$ cat src/rtl/mem_access_seq_pkg.sv
// Shared definitions for the load/store sequencer: op encodings, FSM states,
// access sizes and the fixed memory word width.
package mem_access_seq_pkg;

    localparam int MEM_W = 16;

    localparam logic [2:0] OP_B  = 3'b000;
    localparam logic [2:0] OP_H  = 3'b001;
    localparam logic [2:0] OP_W  = 3'b011;
    localparam logic [2:0] OP_BU = 3'b100;
    localparam logic [2:0] OP_HU = 3'b101;
    localparam int         STORE_BIT = 3;

    typedef enum logic [2:0] {
        ST_IDLE,
        ST_RD0,
        ST_RD1,
        ST_WR0,
        ST_WR1,
        ST_RESP
    } state_t;

    typedef enum logic [1:0] {
        SZ_BYTE,
        SZ_HALF,
        SZ_WORD
    } size_t;

    // Undefined opcodes fall into the word bucket.
    function automatic size_t op_size(input logic [2:0] op);
        case (op)
            OP_B, OP_BU: op_size = SZ_BYTE;
            OP_H, OP_HU: op_size = SZ_HALF;
            OP_W:        op_size = SZ_WORD;
            default:     op_size = SZ_WORD;
        endcase
    endfunction

    function automatic logic is_misaligned(input size_t sz, input logic [1:0] lsb);
        case (sz)
            SZ_HALF: is_misaligned = lsb[0];
            SZ_WORD: is_misaligned = (lsb != 2'b00);
            default: is_misaligned = 1'b0;
        endcase
    endfunction

endpackage

$ cat src/rtl/mem_access_seq_if.sv
// Core request/response handshake plus the 16-bit data memory bus.
// slave = sequencer side; master = core and memory side.
interface mem_access_seq_if #(
    parameter int ADDR_W = 32
) ();
    import mem_access_seq_pkg::*;

    logic              req_valid;
    logic              req_ready;
    logic [3:0]        req_op;
    logic [ADDR_W-1:0] req_addr;
    logic [31:0]       req_wdata;
    logic              resp_valid;
    logic [31:0]       resp_rdata;
    logic              resp_err;
    logic [ADDR_W-1:0] mem_addr;
    logic [MEM_W-1:0]  mem_wdata;
    logic              mem_we;
    logic              mem_re;
    logic [MEM_W-1:0]  mem_rdata;

    modport slave (
        input  req_valid, req_op, req_addr, req_wdata, mem_rdata,
        output req_ready, resp_valid, resp_rdata, resp_err,
               mem_addr, mem_wdata, mem_we, mem_re
    );

    modport master (
        output req_valid, req_op, req_addr, req_wdata, mem_rdata,
        input  req_ready, resp_valid, resp_rdata, resp_err,
               mem_addr, mem_wdata, mem_we, mem_re
    );

endinterface

$ cat src/rtl/mem_access_seq_load_align_ext.sv
// Big-endian byte/half select from a memory halfword with sign or zero
// extension to 32 bits; shared with the writeback stage.
module mem_access_seq_load_align_ext
    import mem_access_seq_pkg::*;
(
    input  logic [2:0]       op,
    input  logic             byte_sel,
    input  logic [MEM_W-1:0] half_in,
    output logic [31:0]      data_out
);

    logic [7:0] byte_val;
    logic       signed_ld;

    assign byte_val  = byte_sel ? half_in[7:0] : half_in[15:8];
    assign signed_ld = ~op[2];

    always_comb begin
        case (op_size(op))
            SZ_BYTE: data_out = {{24{signed_ld & byte_val[7]}}, byte_val};
            SZ_HALF: data_out = {{16{signed_ld & half_in[15]}}, half_in};
            default: data_out = {16'h0000, half_in};
        endcase
    end

endmodule

$ cat src/rtl/mem_access_seq.sv
// Load/store sequencer: splits one 32-bit MIPS load/store into one or two
// 16-bit memory beats, with byte-store read-modify-write and load extension.
module mem_access_seq #(
    parameter int ADDR_W          = 32,
    parameter int MEM_W           = 16,
    parameter bit ERR_ON_MISALIGN = 1'b1
) (
    input logic            clk,
    input logic            rst_n,
    mem_access_seq_if.slave bus
);
    import mem_access_seq_pkg::*;

    if (MEM_W != 16) begin : g_mem_w_check
        $error("mem_access_seq: MEM_W must be 16");
    end

    state_t            state_q, state_d;
    logic [3:0]        op_q;
    logic [ADDR_W-1:0] addr_q;
    logic [31:0]       wdata_q;
    logic [MEM_W-1:0]  hold_q;
    logic [31:0]       rdata_q;
    logic              err_q;

    size_t             req_sz, sz_q;
    logic              req_misaligned;
    logic [ADDR_W-1:0] addr_cap;
    logic              accept, hold_load, resp_load;
    logic [31:0]       rdata_d;
    logic              err_d;
    logic [31:0]       ext_data;
    logic [ADDR_W-1:0] half_base;
    logic [MEM_W-1:0]  merged;

    assign req_sz         = op_size(bus.req_op[2:0]);
    assign sz_q           = op_size(op_q[2:0]);
    assign req_misaligned = is_misaligned(req_sz, bus.req_addr[1:0]);

    // Without error reporting, misaligned halves/words are silently aligned.
    always_comb begin
        addr_cap = bus.req_addr;
        if (!ERR_ON_MISALIGN) begin
            if (req_sz == SZ_WORD)      addr_cap[1:0] = 2'b00;
            else if (req_sz == SZ_HALF) addr_cap[0]   = 1'b0;
        end
    end

    mem_access_seq_load_align_ext u_align_ext (
        .op       (op_q[2:0]),
        .byte_sel (addr_q[0]),
        .half_in  (bus.mem_rdata),
        .data_out (ext_data)
    );

    // NOTE: every output of this block gets a default first so no latch is inferred.
    always_comb begin
        state_d   = state_q;
        accept    = 1'b0;
        hold_load = 1'b0;
        resp_load = 1'b0;
        rdata_d   = '0;
        err_d     = 1'b0;
        case (state_q)
            ST_IDLE: begin
                if (bus.req_valid) begin
                    accept = 1'b1;
                    if (ERR_ON_MISALIGN && req_misaligned) begin
                        state_d   = ST_RESP;
                        resp_load = 1'b1;
                        err_d     = 1'b1;
                    end else if (bus.req_op[STORE_BIT] && req_sz != SZ_BYTE) begin
                        state_d = ST_WR0;
                    end else begin
                        state_d = ST_RD0;
                    end
                end
            end
            ST_RD0: begin
                hold_load = 1'b1;
                if (op_q[STORE_BIT]) begin
                    state_d = ST_WR0;
                end else if (sz_q == SZ_WORD) begin
                    state_d = ST_RD1;
                end else begin
                    state_d   = ST_RESP;
                    resp_load = 1'b1;
                    rdata_d   = ext_data;
                end
            end
            ST_RD1: begin
                state_d   = ST_RESP;
                resp_load = 1'b1;
                rdata_d   = {hold_q, bus.mem_rdata};
            end
            ST_WR0: begin
                if (sz_q == SZ_WORD) begin
                    state_d = ST_WR1;
                end else begin
                    state_d   = ST_RESP;
                    resp_load = 1'b1;
                end
            end
            ST_WR1: begin
                state_d   = ST_RESP;
                resp_load = 1'b1;
            end
            ST_RESP: state_d = ST_IDLE;
            default: state_d = ST_IDLE;
        endcase
    end

    // NOTE: sequential state uses non-blocking assignments so all registers
    // update together from pre-edge values.
    always_ff @(posedge clk or negedge rst_n) begin
        if (!rst_n) state_q <= ST_IDLE;
        else        state_q <= state_d;
    end

    // NOTE: every captured register is cleared on reset so an aborted access
    // leaves nothing stale behind for the next request.
    always_ff @(posedge clk or negedge rst_n) begin
        if (!rst_n) begin
            op_q    <= '0;
            addr_q  <= '0;
            wdata_q <= '0;
            hold_q  <= '0;
            rdata_q <= '0;
            err_q   <= 1'b0;
        end else begin
            if (accept) begin
                op_q    <= bus.req_op;
                addr_q  <= addr_cap;
                wdata_q <= bus.req_wdata;
            end
            if (hold_load) hold_q <= bus.mem_rdata;
            if (resp_load) begin
                rdata_q <= rdata_d;
                err_q   <= err_d;
            end
        end
    end

    assign bus.req_ready  = (state_q == ST_IDLE);
    assign bus.resp_valid = (state_q == ST_RESP);
    assign bus.resp_rdata = rdata_q;
    assign bus.resp_err   = err_q;
    assign bus.mem_re     = (state_q == ST_RD0) || (state_q == ST_RD1);
    assign bus.mem_we     = (state_q == ST_WR0) || (state_q == ST_WR1);

    assign half_base = {addr_q[ADDR_W-1:1], 1'b0};
    // Big-endian: even byte address is the upper byte of the halfword.
    assign merged = addr_q[0] ? {hold_q[15:8], wdata_q[7:0]}
                              : {wdata_q[7:0], hold_q[7:0]};

    always_comb begin
        bus.mem_addr  = '0;
        bus.mem_wdata = '0;
        case (state_q)
            ST_RD0: bus.mem_addr = half_base;
            ST_RD1: bus.mem_addr = half_base + ADDR_W'(2);
            ST_WR0: begin
                bus.mem_addr = half_base;
                case (sz_q)
                    SZ_WORD: bus.mem_wdata = wdata_q[31:16];
                    SZ_HALF: bus.mem_wdata = wdata_q[15:0];
                    default: bus.mem_wdata = merged;
                endcase
            end
            ST_WR1: begin
                bus.mem_addr  = half_base + ADDR_W'(2);
                bus.mem_wdata = wdata_q[15:0];
            end
            default: ;
        endcase
    end

endmodule

$ cat src/flat_wrapper.sv
// flat-port wrapper written by rule: the top's interface ports become plain ports
module mem_access_seq_flat import mem_access_seq_pkg::*;
#(
    parameter int ADDR_W          = 32,
    parameter int MEM_W           = 16,
    parameter bit ERR_ON_MISALIGN = 1'b1
)
  (clk, rst_n, bus_req_valid, bus_req_op, bus_req_addr, bus_req_wdata, bus_mem_rdata, bus_req_ready, bus_resp_valid, bus_resp_rdata, bus_resp_err, bus_mem_addr, bus_mem_wdata, bus_mem_we, bus_mem_re);
  mem_access_seq_if #(.ADDR_W(ADDR_W)) bus_i ();
  input logic clk;
  input logic rst_n;
  input wire logic [$bits(bus_i.req_valid)-1:0] bus_req_valid;
  input wire logic [$bits(bus_i.req_op)-1:0] bus_req_op;
  input wire logic [$bits(bus_i.req_addr)-1:0] bus_req_addr;
  input wire logic [$bits(bus_i.req_wdata)-1:0] bus_req_wdata;
  input wire logic [$bits(bus_i.mem_rdata)-1:0] bus_mem_rdata;
  output wire logic [$bits(bus_i.req_ready)-1:0] bus_req_ready;
  output wire logic [$bits(bus_i.resp_valid)-1:0] bus_resp_valid;
  output wire logic [$bits(bus_i.resp_rdata)-1:0] bus_resp_rdata;
  output wire logic [$bits(bus_i.resp_err)-1:0] bus_resp_err;
  output wire logic [$bits(bus_i.mem_addr)-1:0] bus_mem_addr;
  output wire logic [$bits(bus_i.mem_wdata)-1:0] bus_mem_wdata;
  output wire logic [$bits(bus_i.mem_we)-1:0] bus_mem_we;
  output wire logic [$bits(bus_i.mem_re)-1:0] bus_mem_re;
  assign bus_i.req_valid = bus_req_valid;
  assign bus_i.req_op = bus_req_op;
  assign bus_i.req_addr = bus_req_addr;
  assign bus_i.req_wdata = bus_req_wdata;
  assign bus_i.mem_rdata = bus_mem_rdata;
  assign bus_req_ready = bus_i.req_ready;
  assign bus_resp_valid = bus_i.resp_valid;
  assign bus_resp_rdata = bus_i.resp_rdata;
  assign bus_resp_err = bus_i.resp_err;
  assign bus_mem_addr = bus_i.mem_addr;
  assign bus_mem_wdata = bus_i.mem_wdata;
  assign bus_mem_we = bus_i.mem_we;
  assign bus_mem_re = bus_i.mem_re;
  mem_access_seq #(.ADDR_W(ADDR_W), .MEM_W(MEM_W), .ERR_ON_MISALIGN(ERR_ON_MISALIGN)) u_core (.clk(clk), .rst_n(rst_n), .bus(bus_i));
endmodule
$ cat config.mk
export PLATFORM = sky130hd
export DESIGN_NAME = mem_access_seq_flat
export DESIGN_NICKNAME = d
export VERILOG_FILES = /design/src/rtl/mem_access_seq_pkg.sv /design/src/rtl/mem_access_seq_if.sv /design/src/rtl/mem_access_seq_load_align_ext.sv /design/src/rtl/mem_access_seq.sv /design/src/flat_wrapper.sv
export SDC_FILE = /design/constraint.sdc
export NUM_CORES = 1
export LEC_CHECK = 0
export BUFFER_PORTS_ARGS = -buffer_cell sky130_fd_sc_hd__buf_4
export CAP_MARGIN = 10
export CORE_UTILIZATION = 46
export DETAILED_ROUTE_END_ITERATION = 10
export HOLD_SLACK_MARGIN = 0.02
export PLACE_DENSITY = 0.71
export SYNTH_ARGS = -nofsm -noshare
export SYNTH_HDL_FRONTEND = slang
export SYNTH_SLANG_ARGS = --single-unit
$ cat constraint.sdc
create_clock -name clk -period 2.6 [get_ports clk]
set_clock_uncertainty 0.05 [all_clocks]
set_input_delay 0.39 -clock clk [delete_from_list [all_inputs] [get_ports clk]]
set_output_delay 0.39 -clock clk [all_outputs]
set_load 0.02 [all_outputs]
* Word level (Yosys, flattened, before mapping)
Index checks and enable logic that the tools add are counted.
** Storage, ports and cells
- Register bits :: 120
- Bits of input ports :: 87
- Output and inout port bits :: 85
- Word-level logic and storage cells :: 70
** Cells by class
- $add $sub $neg :: 1
- Eq/ne operators :: 16
- Mux-type cells :: 28
- Bitwise logic cells :: 3
- Reductions and logical operators :: 15
** Operators by type and width (number)
- case mux 32 bit (2 select lines) :: 3
- 2-to-1 mux 32 bit :: 2
- case mux 16 bit (2 select lines) :: 2
- adder 32 x 2 -> 32 bit (second input constant) :: 1
- equality test 3 bit (second input constant) :: 6
- 2-to-1 mux 16 bit :: 1
- 2-to-1 mux 3 bit :: 4
- case mux 3 bit (4 select lines) :: 1
- OR reduction 2 bit :: 6
- equality test 3 x 1 -> 1 bit (second input constant) :: 3
- logical NOT 3 bit :: 3
- 2-to-1 mux 1 bit :: 9
- 2-to-1 mux 8 bit :: 1
- case mux 2 bit (2 select lines) :: 2
- equality test 3 x 2 -> 1 bit (second input constant) :: 2
- equality test 2 x 1 -> 1 bit (second input constant) :: 2
- equality test 2 bit (second input constant) :: 2
- case mux 1 bit (4 select lines) :: 1
- nonzero test 2 bit :: 2
- bitwise AND 1 bit :: 2
- logical NOT 2 bit :: 1
- logical OR 1 bit :: 2
- 2-to-1 mux 2 bit :: 1
- inequality test 2 bit (second input constant) :: 1
- 3 further kinds :: 3

* Longest topological paths before layout
- Depth in word-level cells :: 9
- Gate-level depth with buffers :: 8
- Gate-level depth less buffers :: 5

* Cells and area by module
From an unflattened synthesis, not the netlist that was laid out.
** Second synthesis, totals
- Cell total of the unflattened synthesis :: 676
- Area, all modules :: 6891.6 sq um
** Modules (own cells, without submodules)
- mem_access_seq :: instances 1, cells an instance 629, area each 6540.0 sq um, sequential area each 3002.9 sq um
- mem_access_seq_load_align_ext :: instances 1, cells an instance 47, area each 351.6 sq um, sequential area each 0.0 sq um

* Least setup slack after synthesis
No wires, ideal clock.
- Path type :: register to output
- Start point :: register u_core.state_q[2]
- End point :: output bus_mem_addr[24]
- Data arrival time :: 2.042 ns
- Required time :: 2.160 ns
- Path slack :: 0.118 ns
- Stages on the path, launching flop included :: 7
- Path buffers :: 3
- Path through :: dfrtp_1 -> buf_2 -> xnor2_2 -> or2_0 -> clkbuf_1 -> clkbuf_1 -> o41ai_1
** On the way
- Longest elaborated chain between the ends :: 3
- Elaborated cells between the ends (all ways) :: 7
- Those cells by class :: eq/ne: 4; mux: 1; reduce/logical: 2
** Ends and longest elaborated chain
- start: declaration :: line mem_access_seq.sv:18 : state_t state_q, state_d;
- start signal: assignment :: line mem_access_seq.sv:117 : else state_q <= state_d;
- equality test 3 bit (tied with other cells) :: line mem_access_seq.sv:159 : case (state_q)
- OR reduction 2 bit (no source line)
- case mux 32 bit (2 select lines) * :: line mem_access_seq.sv:159
- end: declaration :: line flat_wrapper.sv:21 : output wire logic [$bits(bus_i.mem_addr)-1:0] bus_mem_addr;
Every way passes the cells marked *; elsewhere a longest branch is shown, timed or not.

* Worst setup path in the final report
- Start point :: register u_core.addr_q[2]
- End point :: output bus_mem_addr[19]
** On the way
- Longest elaborated chain between the ends :: 2
** Ends and longest elaborated chain
- start: declaration :: line mem_access_seq.sv:20 : logic [ADDR_W-1:0] addr_q;
- start signal: assignment :: line mem_access_seq.sv:133 : addr_q <= addr_cap;
- adder 32 x 2 -> 32 bit :: line mem_access_seq.sv:161, mem_access_seq.sv:171
- case mux 32 bit (2 select lines) :: line mem_access_seq.sv:159
Every way passes these cells.

==> results.sh <==
export IMPL_synth_edf_count=0
export IMPL_vias_per_cell=5.954
export IMPL_final_common_cell="buf_4"
export IMPL_coreArea_sq_um=13400
export IMPL_relSlewSlack_pct=58.43
export IMPL_antenna_found_initial=0
export IMPL_status="complete, but fails checks"
export IMPL_ant_nets=0
export IMPL_r2r_end="u_core.bus.resp_rdata[30]"
export IMPL_synth_flop_cell="dfrtp_1"
export IMPL_ys_seq_area_share_pct=47.06
export IMPL_cp_end_kind="output port"
export IMPL_cts_buffer_depth=2
export IMPL_nets=931
export IMPL_layout_area_overhead_vs_synth_pct=40.41
export IMPL_power_mw=12.80
export IMPL_hold_path_end="u_core.wdata_q[30]"
export IMPL_start_util_pct=47.62
export IMPL_dp_hpwl_microns=14030
export IMPL_numClockSinks=120
export IMPL_clk_pin_slew_ps=60
export IMPL_hold_class="input pin to flop"
export IMPL_finalHoldViolations=0
export IMPL_async_reset_ff_share_pct=100.0
export IMPL_violations="negative setup slack"
export IMPL_finalWorstSetupSlack_ps=-91.72
export IMPL_grt_max_degree=44
export IMPL_layout_drive_gt1_share_pct=41.47
export IMPL_wirelength_microns=19870
export IMPL_diodes=0
export IMPL_io_buffer_count=170
export IMPL_grt_use_total_pct=28.17
export IMPL_reg2reg_depth=5
export IMPL_worstHoldStart="bus_req_wdata[30]"
export IMPL_fin_hold_ws_ps=119.6
export IMPL_r2r_start="u_core.state_q[1]"
export IMPL_first_pass_iters=5
export IMPL_grt_pass1_vias=6052
export IMPL_syn_inst=653
export IMPL_syn_cell_area_sq_um=6381
export IMPL_cap_violations=0
export IMPL_final_cell_mix="buf_4 (208), nand2_1 (153), dfrtp_1 (111)"
export IMPL_setup_viol=9
export IMPL_die_h_microns=119.8
export IMPL_fmax_ghz=0.3715
export IMPL_crit_type="flop to output port"
export IMPL_fin_crit_sh_pct=103.5
export IMPL_drc=0
export IMPL_grt_pass1_wl_microns=31300
export IMPL_rsz0062_at_grt="yes"
export IMPL_row_count=42
export IMPL_path_max_fanout=4
export IMPL_worstPathArrival_ps=2250
export IMPL_insertion_delay_ps=420
export IMPL_tightest_slew_ps=620.7
export IMPL_cts_root_buf="clkbuf_16"
export IMPL_min_period_ps=2692
export IMPL_dieArea_sq_um=14350
export IMPL_hold_depth=3
export IMPL_synth_fp_nets=741
export IMPL_start_kind="flop"
export IMPL_wl_per_cell_microns=19.25
export IMPL_cts_tree="built"
export IMPL_required_ps=2160
export IMPL_num_vias=6145
export IMPL_overflow=0
export IMPL_placed_cells=987
export IMPL_leakage_nw=4.193
export IMPL_synth_avg_cell_area_sq_um=9.772
export IMPL_htreeDepth=4
export IMPL_drtIter0Drc=521
export IMPL_ys_warn_count=0
export IMPL_ios=172
export IMPL_die_w_microns=119.8
export IMPL_reg2reg_slack_ps=400
export IMPL_p_per_area_nw_per_um2=1429
export IMPL_max_vdd_ir_drop_uv=747.9
export IMPL_drv_slew=0
export IMPL_ys_types=66
export IMPL_final_cells=1032
export IMPL_gp_congestion=0.8941
export IMPL_ys_seq_elements=120
export IMPL_numCtsBuffers=17
-- layer usage --
| layer | vias to the layer above | share of wire (%) | track usage [%] |
|---|---|---|---|
| li1 | 2792 | - | - |
| met1 | 3031 | 41 | 36.48 |
| met2 | 278 | 50 | 45.20 |
| met3 | 44 | 6.7 | 6.606 |
| met4 | 0 | 2.8 | 12.03 |
| met5 | - | 0 | 0 |
-- critical path, cell delays in order, from the launching register on --
cell and delay, ps:
dfrtp_1 390, ha_4 150, nand4_1 190, nor4_1 520, a41oi_1 210, a31oi_1 210
buf_4 170
-- power by group --
group	leakage [nW]	switching, mW	internal, mW
clock	0.317	0.867	1.73
combinational	2.39	3.52	2.89
sequential	1.49	1.02	2.77
-- Yosys cell counts (2+ instances only) --
| cell type | count | area share, % |
|---|---|---|
| a41oi_1 | 4 | 0.55 |
| o21ai_0 | 34 | 2.7 |
| a21o_1 | 7 | 0.82 |
| or3_1 | 4 | 0.39 |
| nand2_1 | 154 | 9.1 |
| buf_2 | 18 | 1.4 |
| o22a_1 | 2 | 0.27 |
| dfrtp_1 | 120 | 47 |
| nand3_1 | 11 | 0.86 |
| mux2_2 | 50 | 8.8 |
| a22oi_1 | 8 | 0.94 |
| o211ai_1 | 5 | 0.59 |
| and4_1 | 2 | 0.27 |
| o41ai_1 | 2 | 0.27 |
| o2bb2ai_1 | 8 | 1.1 |
| o31ai_1 | 5 | 0.59 |
| nor4_1 | 3 | 0.29 |
| nor4_2 | 3 | 0.59 |
| and2_1 | 6 | 0.59 |
| nor3_1 | 10 | 0.78 |
| a22o_1 | 9 | 1.2 |
| mux2i_1 | 11 | 1.7 |
| a21oi_1 | 10 | 0.78 |
| nand2b_1 | 5 | 0.49 |
| and3_1 | 6 | 0.59 |
| nor2_1 | 12 | 0.71 |
| a311o_1 | 2 | 0.31 |
| nor2b_1 | 6 | 0.59 |
| inv_1 | 9 | 0.53 |
| buf_1 | 2 | 0.12 |
| or2_2 | 3 | 0.29 |
| nand4_1 | 11 | 1.1 |
| o311ai_0 | 4 | 0.55 |
| or4_1 | 3 | 0.35 |
| a221o_1 | 33 | 5.2 |
| clkbuf_1 | 27 | 1.6 |
| nor3b_1 | 5 | 0.59 |
| a31oi_1 | 11 | 1.1 |
-- how the worst max path moves through the flow --
stage | startpoint | end | slack (ps)
3_3_place_gp | u_core.addr_q[2] | bus_mem_addr[23] | 190
3_5_place_dp | u_core.addr_q[2] | bus_mem_addr[23] | 140
2_1_floorplan | u_core.state_q[2] | bus_mem_addr[24] | 120
6_report | u_core.addr_q[2] | bus_mem_addr[19] | -90
4_1_cts | u_core.addr_q[17] | bus_mem_addr[30] | -90
5_1_grt | u_core.addr_q[1] | bus_mem_addr[19] | -190
-- what timing repair did --
action / CTS / global route
gates cloned: 0 / 2
endpoints found under the hold margin: 36 / 0
hold buffers: 1 / 0
resized for setup: 26 / 30
buffers inserted: 5 / 5
pin swaps: 10 / 13
endpoints found under the setup margin: 21 / 33
-- metrics by stage --
step	setup WS [ps]	instance area, sq um	setup TNS, ps	util, %
2_1_floorplan	117.6	6381	0	-
3_3_place_gp	191.2	7994	0	59.65
3_5_place_dp	137.0	7994	0	59.65
4_1_cts	-91.32	8785	-399.7	65.56
5_1_grt	-187.0	8960	-2773	66.86
6_report	-91.72	8960	-430.9	66.86
-- kinds of logic (layout without fill, tap and decap cells) --
family	count (synthesis)	count (layout)	share of synthesized area, %
buffers and inverters	58	261	3.941
AND/OR/NAND/NOR	253	253	19.00
XOR/XNOR	1	1	0.2550
adder cells (fa/ha/maj)	1	1	0.1960
AO/OA/AOI/OAI	158	158	18.94
multiplexers	61	61	10.55
other	1	1	0.05877
flip-flops	120	120	47.06
-- sequential cells by signal, summed over array words and instances (netlist names) --
signal,flops
u_core.addr_q,32
u_core.bus.resp_err,1
u_core.bus.resp_rdata,32
u_core.hold_q,16
u_core.op_q,4
u_core.state_q,3
u_core.wdata_q,32
-- area by class of cell --
type	count	area (sq um)
repair buffers	220	1724
clock buffers	18	439.2
inverters	9	33.78
flip-flops and latches	120	3014
fillers	1063	4441
clock inverters	14	219.0
multi-input cells	475	3309
well taps	176	220.2
Note: power is estimated with default switching activity, not from simulation.
